<file path="src/rtl/gb_apu_pkg.sv">
// Shared constants and helpers for the APU noise channel.
package gb_apu_pkg;

    localparam int DIV_ZERO = 8;
    localparam int FREEZE_SHIFT_DEF = 14;

    typedef logic [2:0] pace_t;

    // Divisor code 0 maps to 8, all other codes to code*16.
    function automatic logic [6:0] divisor_f(input logic [2:0] code);
        if (code == 3'd0) begin
            return 7'(DIV_ZERO);
        end
        return {code, 4'b0000};
    endfunction

endpackage

</file>
<file path="src/rtl/gb_apu_noise_lfsr.sv">
// Noise LFSR: all-ones load, right shift with xor feedback, optional
// narrow tap and a freeze input that suppresses stepping.
module gb_apu_noise_lfsr #(
    parameter int LFSR_W     = 15,
    parameter int NARROW_TAP = 6
) (
    input  logic              clk,
    input  logic              reset,
    input  logic              load,
    input  logic              tick,
    input  logic              freeze,
    input  logic              narrow,
    output logic [LFSR_W-1:0] lfsr
);

    logic              fb;
    logic [LFSR_W-1:0] stepped;

    always_comb begin
        fb = lfsr[0] ^ lfsr[1];
        stepped = {fb, lfsr[LFSR_W-1:1]};
        if (narrow) begin
            stepped[NARROW_TAP] = fb;
        end
    end

    always_ff @(posedge clk or negedge reset) begin
        if (!reset) begin
            lfsr <= '1;
        end else if (load) begin
            lfsr <= '1;
        end else if (tick && !freeze) begin
            lfsr <= stepped;
        end
    end

endmodule

</file>
<file path="src/rtl/gb_apu_channel_noise_gen.sv">
// Channel 4 noise generator with envelope, length counter and DAC gating.
// Define NOISE_LFSR_OBS_EN to expose lfsr_state and lfsr_step for debug.
module gb_apu_channel_noise_gen
    import gb_apu_pkg::*;
#(
    parameter int LFSR_W       = 15,
    parameter int NARROW_TAP   = 6,
    parameter int SHIFT_W      = 4,
    parameter int LEN_W        = 6,
    parameter int VOL_W        = 4,
    parameter int FREEZE_SHIFT = FREEZE_SHIFT_DEF
) (
    input  logic               clk,
    input  logic               reset,
    input  logic               clk_length_ctr,
    input  logic               clk_vol_env,
    input  logic [LEN_W-1:0]   length,
    input  logic [VOL_W-1:0]   initial_volume,
    input  logic               envelope_increasing,
    input  pace_t              num_envelope_sweeps,
    input  logic [SHIFT_W-1:0] shift_clock_freq,
    input  logic               counter_width,
    input  logic [2:0]         freq_dividing_ratio,
    input  logic               start,
    input  logic               single,
    output logic [VOL_W-1:0]   level,
    output logic               enable
`ifdef NOISE_LFSR_OBS_EN
    ,
    output logic [LFSR_W-1:0]  lfsr_state,
    output logic               lfsr_step
`endif
);

    localparam int TW = 7 + (1 << SHIFT_W) - 1;
    localparam logic [SHIFT_W:0] FREEZE_V = FREEZE_SHIFT[SHIFT_W:0];

    logic              start_q;
    logic              trig;
    logic [TW-1:0]     timer;
    logic [TW-1:0]     reload;
    logic              expire;
    logic              freeze;
    logic              dac_on;
    logic [VOL_W-1:0]  volume;
    pace_t             env_timer;
    logic [LEN_W-1:0]  len_ctr;
    logic [LFSR_W-1:0] lfsr;

    assign reload = {{(TW-7){1'b0}}, divisor_f(freq_dividing_ratio)}
                    << shift_clock_freq;
    assign expire = (timer == '0);
    assign freeze = ({1'b0, shift_clock_freq} >= FREEZE_V);
    assign dac_on = (initial_volume != '0) | envelope_increasing;

    always_ff @(posedge clk or negedge reset) begin
        if (!reset) begin
            start_q <= 1'b0;
            trig    <= 1'b0;
        end else begin
            start_q <= start;
            trig    <= start & ~start_q;
        end
    end

    always_ff @(posedge clk or negedge reset) begin
        if (!reset) begin
            timer <= '0;
        end else if (trig || expire) begin
            timer <= reload;
        end else begin
            timer <= timer - 1'b1;
        end
    end

    gb_apu_noise_lfsr #(
        .LFSR_W     (LFSR_W),
        .NARROW_TAP (NARROW_TAP)
    ) u_lfsr (
        .clk    (clk),
        .reset  (reset),
        .load   (trig),
        .tick   (expire),
        .freeze (freeze),
        .narrow (counter_width),
        .lfsr   (lfsr)
    );

    // Timer value 0 after reset behaves like 1: the next strobe reloads.
    always_ff @(posedge clk or negedge reset) begin
        if (!reset) begin
            volume    <= '0;
            env_timer <= '0;
        end else if (trig) begin
            volume    <= initial_volume;
            env_timer <= num_envelope_sweeps;
        end else if (clk_vol_env && num_envelope_sweeps != '0) begin
            if (env_timer <= 3'd1) begin
                env_timer <= num_envelope_sweeps;
                if (envelope_increasing && volume != '1) begin
                    volume <= volume + 1'b1;
                end else if (!envelope_increasing && volume != '0) begin
                    volume <= volume - 1'b1;
                end
            end else begin
                env_timer <= env_timer - 1'b1;
            end
        end
    end

    always_ff @(posedge clk or negedge reset) begin
        if (!reset) begin
            len_ctr <= '0;
            enable  <= 1'b0;
        end else if (trig) begin
            len_ctr <= length;
            enable  <= dac_on;
        end else begin
            if (clk_length_ctr && single) begin
                len_ctr <= len_ctr + 1'b1;
                if (len_ctr == '1) begin
                    enable <= 1'b0;
                end
            end
            if (!dac_on) begin
                enable <= 1'b0;
            end
        end
    end

    assign level = (enable && !lfsr[0]) ? volume : '0;

`ifdef NOISE_LFSR_OBS_EN
    assign lfsr_state = lfsr;

    always_ff @(posedge clk or negedge reset) begin
        if (!reset) begin
            lfsr_step <= 1'b0;
        end else begin
            lfsr_step <= expire & ~freeze & ~trig;
        end
    end
`else
    // Upper LFSR bits only leave the block through the debug ports.
    logic unused_lfsr;
    assign unused_lfsr = ^lfsr[LFSR_W-1:1];
`endif

endmodule

</file>
<file path="config.mk">
export PLATFORM = sky130hd
export DESIGN_NAME = gb_apu_channel_noise_gen
export DESIGN_NICKNAME = d
export VERILOG_FILES = /design/src/rtl/gb_apu_pkg.sv /design/src/rtl/gb_apu_noise_lfsr.sv /design/src/rtl/gb_apu_channel_noise_gen.sv
export SDC_FILE = /design/constraint.sdc
export NUM_CORES = 1
export LEC_CHECK = 0
export ABC_AREA = 0
export BUFFER_PORTS_ARGS = -buffer_cell sky130_fd_sc_hd__buf_2
export CAP_MARGIN = 20
export CORE_MARGIN = 2
export CORE_UTILIZATION = 35
export DETAILED_ROUTE_END_ITERATION = 7
export GPL_TIMING_DRIVEN = 0
export SYNTH_ARGS = -nofsm -noshare
export SYNTH_HDL_FRONTEND = slang
export SYNTH_SLANG_ARGS = --single-unit
</file>
<file path="constraint.sdc">
create_clock -name clk -period 1.94 [get_ports clk]
set_input_delay 0.194 -clock clk [delete_from_list [all_inputs] [get_ports clk]]
set_output_delay 0.194 -clock clk [all_outputs]
set_load 0.005 [all_outputs]
</file>
# == Word-level counts from Yosys, hierarchy flattened ==
# Cells that the tools add are included.
# op_classes
mux,22
eq_ne,4
bitwise,4
n_lt_le_gt_ge,2
reduce_logical,22
n_addsub,5
shifts,1
# op_table
cell,n
$mux W15,2
$mux W4,6
$logic_not A22 Y1,1
$mux W22,1
$shl A7 B4 Y22,1
$sub A22 B1 Y22 const B,1
$mux W7,2
$mux W6,2
$mux W3,3
$reduce_bool A2 Y1,4
$reduce_bool A4 Y1,2
$add A6 B1 Y6 const B,1
$eq A6 B6 Y1 const B,1
$logic_and A1 B1 Y1,6
$mux W1,6
$ne A3 B2 Y1 const B,2
$reduce_bool A3 Y1,2
$add A4 B1 Y4 const B,1
$ge A4 B4 Y1 const B,1
$ne A4 B4 Y1 const B,1
$sub A4 B1 Y4 const B,1
$le A3 B1 Y1 const B,1
$logic_not A1 Y1,3
$logic_not A3 Y1,1
8 further kinds,8
# word_totals
inputBits,28
reg_bits,53

# == Longest topological paths before layout ==
# Gate-level depths: netlist of run 1.
# depth
depth_word,7
ltp_mapped,9

# == Modules after synthesis ==
# A second synthesis of run 1 with hierarchy kept.
# hier_totals
cells_unflattened,339
hier_area_um2,3071.7
# by_module_without_submodules
mod,cells_per_inst,area_per_inst_um2,instances
gb_apu_channel_noise_gen,273,2397.3,1
gb_apu_noise_lfsr,66,674.4,1

# == Worst setup path before layout of run 1 ==
# No wires, ideal clock.
# synth_timing
path_kind,reg2reg
start,reg volume[1]
end,reg volume[3]
setup_slack_ns,-0.110
n_path_buf,0
setup_ns,0.125
period_less_slack_ns,2.050
stages_incl_launch_ff,10
arrival_time_ns,1.925
cell_sequence,dfrtp_1 and3_1 nand2_1 nand2_1 ha_1 a21o_1 a21oi_1 xnor2_1 mux2_2 mux2_2
# synth_via
elab_chain_cells,6
elab_cells_between_ends,13
cone_classes,2 x add/sub; 1 x eq/ne; 5 x mux; 5 x reduce/logical
# synth_lines
element,line,rtl
from (decl),gb_apu_channel_noise_gen.sv:45,logic [VOL_W-1:0] volume;
from (signal assigned),gb_apu_channel_noise_gen.sv:95,volume <= initial_volume;
from (signal assigned),gb_apu_channel_noise_gen.sv:101,volume <= volume + 1'b1;
from (signal assigned),gb_apu_channel_noise_gen.sv:103,volume <= volume - 1'b1;
$sub A4 B1 Y4 or $ne A4 B4 Y1 (tied branches),"gb_apu_channel_noise_gen.sv:103, gb_apu_channel_noise_gen.sv:100",
$mux W4 or $logic_and A1 B1 Y1 (tied branches),"gb_apu_channel_noise_gen.sv:102, gb_apu_channel_noise_gen.sv:100",
$mux W4,gb_apu_channel_noise_gen.sv:100,if (envelope_increasing && volume != '1) begin
$mux W4,gb_apu_channel_noise_gen.sv:98,if (env_timer <= 3'd1) begin
$mux W4,gb_apu_channel_noise_gen.sv:97,end else if (clk_vol_env && num_envelope_sweeps != '0) begin
$mux W4,gb_apu_channel_noise_gen.sv:94,end else if (trig) begin
# Parallel ways exist; a longest one is shown, timed or not. The select of a mux whose other input is x is not followed.
# A chain may end at the register's enable or synchronous reset.

# == Worst setup path after layout of run 1 ==
# layout_timing
start,reg volume[0]
end,reg volume[3]
# The elaborated chain is that of the path after synthesis.

==> key figures, run 1 <==
Place
  – Placed Cells: between 400 and 500
  – Post-place setup slack: -0.3119 ns
  – Placer Congestion: 0.7906
  – PortBufs: 31
  – DP Wirelength: around 4.8 mm

Worst setup path
  – Type of element launching the critical path: register
  – CP max FO: 3
  – Critical path buffer and inverter count: 0
  – Slowest cell on crit path: dfrtp_2
  – Critical path class: register to register
  – Cells along the critical path: and3_4 -> nand2_4 -> nand2_4 -> ha_1 -> a21oi_2 -> xnor2_1 -> mux2_2 -> mux2_4
  – Req. time, crit path: roughly 2.2 ns
  – CP delay by family, top: multiplexers
  – Critical path data arrival time: approximately 2.2 ns
  – Kind of end point of the critical path: register
  – Crit-path max cell delay: 0.41 ns
  – Crit-path most repeated cell: nand2_4

Detailed routing
  – DRT iter0 DRCs: 148
  – Drt total wl: a little over 7 mm
  – Drt pass-1 iters: 4
  – # DRC: 0
  – Via count: 2,543
  – Via density: roughly 5.2
  – WL/cell: 14.72 um
  – Final ANT Viol Nets: 0

Synthesis
  – Synthesized netlist cell count: between 300 and 400
  – Syn Nets: 350
  – XOR/XNOR Fraction of Synth Area: 6.372%
  – Netlist Area Pre-Place: between 3000 and 4000 um^2
  – Post-synth EDFFs: 0
  – Adder-Cell Fraction of Synth Area: ~3.1%
  – Post-synthesis sequential area ratio: roughly 44%
  – Largest cells by area after synthesis: dfrtp_1, dfstp_2, mux2i_1, nor2_1, xnor2_1
  – Post-synthesis simple-gate area fraction: between 20% and 30%
  – Top FF cell, synth: dfrtp_1
  – Post-synthesis mux area share: approximately 10%
  – Synth Warn #: 0
  – Syn Area/Cell: 9.600 um^2
  – Synth Register Bits: 53
  – Yosys top cell area share: between 30% and 40%
  – Synth area leader: dfrtp_1
  – Synth cell types: 50
  – Synth Area in Compound Gates: 12.25%
  – Asr flop ratio synth: 100.0%
  – Largest family of logic cells by synthesized area: simple AND/OR/NAND/NOR gates

STA
  – Hold Violations, Final: 0
  – Unrepaired setup endpoints after global routing: yes
  – Slew of the pin with the lowest slew margin: around 0.58 ns
  – Post-route clock period utilization: 101.4%
  – Setup violations, final: 2
  – Achievable Freq: a little over 500 MHz
  – Minimum hold slack: 0.09500 ns
  – Rel. slew slack: approximately three fifths
  – Clk_skew: 0.01068 ns
  – Slew Viols, Final: 0
  – Fin worst setup slack: -0.02792 ns
  – Final worst path period need: 1.968 ns

Power and ir drop
  – Leakage dissipation: roughly 1.7 nW
  – Cell Pwr Density: 1041 nW/um^2
  – IR drop worst, VDD: 0.5464 mV

Final layout
  – Number of diodes: 0
  – Post-layout nets: 420
  – Layout cells sized above 1: between 30% and 40%
  – Filler cells: 803
  – Util after Layout: 46.65%
  – Post-Layout Cell Count: 491
  – Area Growth Syn to Fin: 28.01%

Floorplan
  – Top-Level Pins: 33
  – Die area: between 9000 and 10,000 um^2
  – Die Ht: roughly 97 um
  – Starting density of the core: between 30% and 40%
  – Core area: roughly 8300 um^2
  – Rows: 33
  – Die width: ~97 um

Hold path
  – HP Class: input port to register

Clock network
  – TritonCTS Buffers: 5
  – CTS tree: yes
  – Clock Latency Late Sink: 0.32 ns
  – CTS Root Cell: clkbuf_8
  – H-tree depth: 2
  – CTS clk-pin slew, worst paths: 0.10 ns
  – Clock Tree Buf Depth: 2
  – Clock sink count: 53

GRT
  – Gr usage total: 15.40%
  – Global-route wire length before repair: approximately 12 mm
  – Initial antenna violation count: 0
  – Largest net degree at the start of global routing: 33
  – Global route overflow: 0
  – Vias in the first global route: ~2,600

Run status
  – Run status: finished, violations left
  – Failing checks: setup timing

Flow run
  – Max cap viols: 0
## cell usage after synthesis, drive strengths merged, types with 2 or more instances
master,instances
nand4,3
nand2,22
mux2,6
mux2i,24
o21ai,20
or4,3
xnor2,15
nor4,5
buf,4
nor3,13
o21bai,2
dfstp,15
nand3b,2
clkbuf,9
a21oi,14
o31ai,2
a211oi,3
a31o,4
inv,8
and3,2
ha,6
and2,6
dfrtp,38
a31oi,2
xor2,7
o22ai,3
nor2,37
nor3b,2
or3,5
nand2b,3
nor2b,6
nand3,13
## where the power goes
part,switching (mW),internal (mW)
Sequential,0.256,1.35
Clock,0.376,0.380
Combinational,0.788,0.882
## kinds of logic (layout without fill, tap and decap cells)
family          after synthesis  in the layout
buf+inv                      21             92
flops                        53             53
compound gates               59             59
xor+xnor                     22             22
fa+ha+maj                     7              7
simple gates                123            123
mux                          30             30
## path summary, 6_finish.rpt
| check | from | end | slack, ns | cells after the start |
|---|---|---|---|---|
| setup / recovery | volume[0] | volume[3] | -0.03 | 8 |
| hold / removal | length[0] | len_ctr[0] | 0.1 | 3 |
| setup reg to reg | volume[0] | volume[3] | -0.03 | 8 |
| hold reg to reg | start_q | trig | 0.40 | 1 |
| max in group asynchronous | reset | u_lfsr.lfsr[2] | 0.96 | 3 |
| min in group asynchronous | reset | timer[0] | 0.38 | 2 |
## worst reg2reg max path: cells and delay by family, from the launching register on
kind	cells	cell delay, ns
DFF	1	0.41
and+or+nand+nor	3	0.33
xor gates and xnor gates	1	0.08
AOI/OAI and AO/OA	1	0.20
adders and majority gates	1	0.34
muxes	2	0.51
## metrics by stage
step | area (um^2) | power (mW) | TNS, ns
finish | 3871 | 4.030 | -0.05297
global route | 3871 | 4.319 | -1.253
CTS | 3735 | 3.838 | -0.2225
detailed placement | 3358 | 2.813 | -5.280
global placement | 3338 | 2.759 | -5.840
floorplan | 3052 | 2.508 | 0
## metal layers
layer  track usage, %  part of all wire (%)
met5                0                     0
met4            4.442                   1.3
met3            2.673                   3.9
met2            25.59                    48
met1            20.66                    47
## state kept, by name (all words and copies together), names as in the netlist
signal,cells
enable,1
env_timer,3
len_ctr,6
start_q,1
timer,22
trig,1
u_lfsr.lfsr,15
volume,4
## layout make-up
class                           count  area, um^2  share of cell area, %
Sequential cell                    53        1348                  34.81
Inverter                            8       30.03                 0.7757
Timing Repair Buffer               63       425.4                  10.99
Tap cell                          105       131.4                  3.394
Clock buffer                        5       68.82                  1.778
Buffer                             13       85.08                  2.198
Multi-Input combinational cell    241        1742                  44.99
Clock inverter                      3       41.29                  1.067
## what timing repair did
action / CTS / global route
setup endpoints to repair: 40 / 34
gates cloned: 0 / 1
hold buffers: 2 / 0
resized for setup: 25 / 20
hold endpoints to repair: 9 / 0
setup buffers: 19 / 9
pin swaps: 10 / 8
## cell usage in the layout (no fill, tap or decap), types with 6 or more instances in the layout
| master | instances |
|---|---|
| xor2_1 | 7 |
| buf_2 | 32 |
| clkbuf_1 | 7 |
| a21oi_1 | 9 |
| nand2_1 | 20 |
| xnor2_1 | 14 |
| nor2b_1 | 6 |
| buf_4 | 24 |
| nor2_1 | 35 |
| mux2i_1 | 24 |
| nand3_1 | 11 |
| inv_1 | 8 |
| nor3_1 | 9 |
| dfrtp_1 | 36 |
| o21ai_0 | 17 |
| buf_6 | 7 |
| dfstp_2 | 15 |
(Power assumes the default switching activity.)
==> run 2, diff against run 1 <==
--- a/config.mk
+++ b/config.mk
@@ -12,6 +12,7 @@
 export CORE_UTILIZATION = 35
 export DETAILED_ROUTE_END_ITERATION = 7
 export GPL_TIMING_DRIVEN = 0
+export REMOVE_ABC_BUFFERS = 1
 export SYNTH_ARGS = -nofsm -noshare
 export SYNTH_HDL_FRONTEND = slang
 export SYNTH_SLANG_ARGS = --single-unit
==> run 2 against run 1 <==
The run still ends with setup timing left. Clock skew up 0.00057 ns. Setup slack worse by 0.022 ns. Wire length down 5.4%. Largest cell class unchanged. Largest power group is now registers. Highest routed layer unchanged.
==> key figures, run 2 (synthesis results as in run 1) <==
Run status
  – Run status: finished, violations left
  – Failing checks: setup timing

Place
  – PortBufs: 32
  – DP Wirelength: roughly 4.4 mm
  – Placer Congestion: between 0.7 and 0.8
  – Post-place setup slack: -0.4335 ns

Power and ir drop
  – Design Power: roughly 3.8 mW
  – IR drop worst, VDD: 0.3869 mV
  – Clock power frac: ~16%
  – Leakage dissipation: ~1.7 nW
  – Gate power share: 41.0%
  – Pint: around 2.4 mW
  – Psw: about 1.4 mW
  – Switching Share: between 30% and 40%
  – Cell Pwr Density: 992.5 nW/um^2
  – Seq pwr share: 42.7%

Worst setup path
  – Cells along the critical path: or4_4 -> nor3_4 -> buf_6 -> buf_6 -> a31o_4 -> nor2_1 -> a31o_2
  – CP delay by family, top: simple AND/OR/NAND/NOR gates
  – Critical path data arrival time: around 2.2 ns
  – R2r worst-path depth: 7
  – Critical path buffer and inverter count: 2
  – Reg2Reg Setup Slack: -0.05 ns
  – Crit-path most repeated cell: buf_6
  – WP depth: 7
  – Type of element launching the critical path: register
  – R2R Path End: timer[10]
  – Crit-path max cell delay: 0.57 ns
  – Reg2Reg Launch Point: timer[18]
  – Kind of end point of the critical path: register
  – Critical path class: register to register
  – Req. time, crit path: about 2.2 ns
  – Slowest cell on crit path: or4_4
  – CP max FO: 6
  – Setup crit start: timer[18]

STA
  – Clk_skew: between 0.01 and 0.015 ns
  – Rel. slew slack: just over 60%
  – Fin worst setup slack: -0.05035 ns
  – Hold Violations, Final: 0
  – Achievable Freq: 502.4 MHz
  – Minimum hold slack: around 0.09 ns
  – Post-route clock period utilization: 102.6%
  – Slew Viols, Final: 0
  – Setup violations, final: 6
  – Final worst path period need: about 2 ns
  – Slew of the pin with the lowest slew margin: 0.5819 ns
  – Unrepaired setup endpoints after global routing: yes

Floorplan
  – Die Ht: about 97 um
  – Top-Level Pins: 33
  – Rows: 33
  – Starting density of the core: 36.44%
  – Die width: ~97 um
  – Core area: 8299 um^2
  – Die area: about 9400 um^2

Final layout
  – Register with the most flip-flops: timer
  – Commonest non-fill, non-tap cells in the layout: nor2_1, dfrtp_1, buf_2, mux2i_1, nand2_1
  – Layout cells sized above 1: between 30% and 40%
  – Post-layout nets: 402
  – Area Growth Syn to Fin: 26.02%
  – Util after Layout: approximately 46%
  – Number of diodes: 0
  – Max reg flops: 22
  – Regs by FF count: timer (22), u_lfsr.lfsr (15), len_ctr (6)

Detailed routing
  – Drt total wl: 6.836 mm
  – Via density: approximately 5.2
  – Via count: ~2,500
  – DRT iter0 DRCs: about 150
  – # DRC: 0
  – Final ANT Viol Nets: 0
  – Drt pass-1 iters: 4
  – WL/cell: roughly 14 um

GRT
  – Global route overflow: 0
  – Largest net degree at the start of global routing: 31
  – Gr usage total: between 10% and 20%
  – Global-route wire length before repair: roughly 11 mm
  – Initial antenna violation count: 0
  – Vias in the first global route: approximately 2,500

Hold path
  – Hold path start: length[1]
  – Hold Path Cell Cnt: 3
  – HP Class: input port to register
  – Hold Path End: len_ctr[1]

Clock network
  – Clock sink count: 53
  – CTS Root Cell: clkbuf_8
  – CTS tree: yes
  – H-tree depth: 2
  – Clock Latency Late Sink: around 0.31 ns
  – TritonCTS Buffers: 5
  – CTS clk-pin slew, worst paths: about 0.10 ns
  – Clock Tree Buf Depth: 2

Flow run
  – Max cap viols: 0
run 2: cell types whose count changed in the layout (fill, tap and decap cells not counted), moves of 3 or more:
cell / change
clkbuf_1: -7
nand3_2: +3
buf_4: -12
o21ai_1: +3
o21ai_0: -4
mux2_2: +3
mux2_4: -3
run 2: metrics by stage:
stage | cells | instance area (um^2) | TNS, ns
final | 473 | 3811 | -0.1849
after global placement | 439 | 3256 | -15.62
after detailed placement | 441 | 3303 | -12.20
after global routing | 473 | 3811 | -2.399
after CTS | 470 | 3735 | -0.2384
after floorplan | 302 | 2964 | -0.9262
run 2: worst max path at each step:
| stage | slack [ns] | end |
|---|---|---|
| final | -0.05 | timer[10] |
| after global routing | -0.14 | timer[21] |
| after CTS | -0.06 | timer[10] |
| after detailed placement | -0.43 | timer[7] |
| after global placement | -0.84 | volume[2] |
| after floorplan | -0.23 | volume[0] |
run 2: routing by layer:
layer | GRT usage (%) | wire length [um] | part of all wire [%]
met1 | 18.91 | 3091 | 45
met2 | 25.59 | 3380 | 49
met3 | 2.601 | 292 | 4.3
met4 | 3.575 | 72 | 1.1
met5 | 0 | 0 | 0
run 2: what timing repair did:
item                                   in CTS  in global routing
resized for setup                          36                 16
setup endpoints to repair                  41                 41
endpoints found under the hold margin      14                  0
pin swaps                                  10                  7
hold buffers                                2                  0
cloned                                      3                  0
buffers inserted                           16                  3
run 2: power by group through the flow:
stage	Combinational, mW	Sequential (mW)	Clock (mW)
floorplan	0.873	1.58	0
global route	1.73	1.65	0.686
finish	1.55	1.62	0.616
CTS	1.48	1.60	0.641
detailed placement	1.12	1.64	0
global placement	1.07	1.63	0
run 2: worst reg2reg max path, stage by stage (launching register included):
cell and delay, ns:
dfrtp_1 0.41, or4_4 0.57, nor3_4 0.19, buf_6 0.15, buf_6 0.11, a31o_4 0.20, nor2_1 0.05, a31o_2 0.20
run 2: area by class of cell:
cell class | instances | area (um^2)
multi-input combinational | 243 | 1780
inverter | 8 | 30.03
clock buffer | 5 | 68.82
clock inverter | 3 | 17.52
fill | 788 | 4488
tap | 105 | 131.4
sequential | 53 | 1350
timing repair buffer | 56 | 432.9
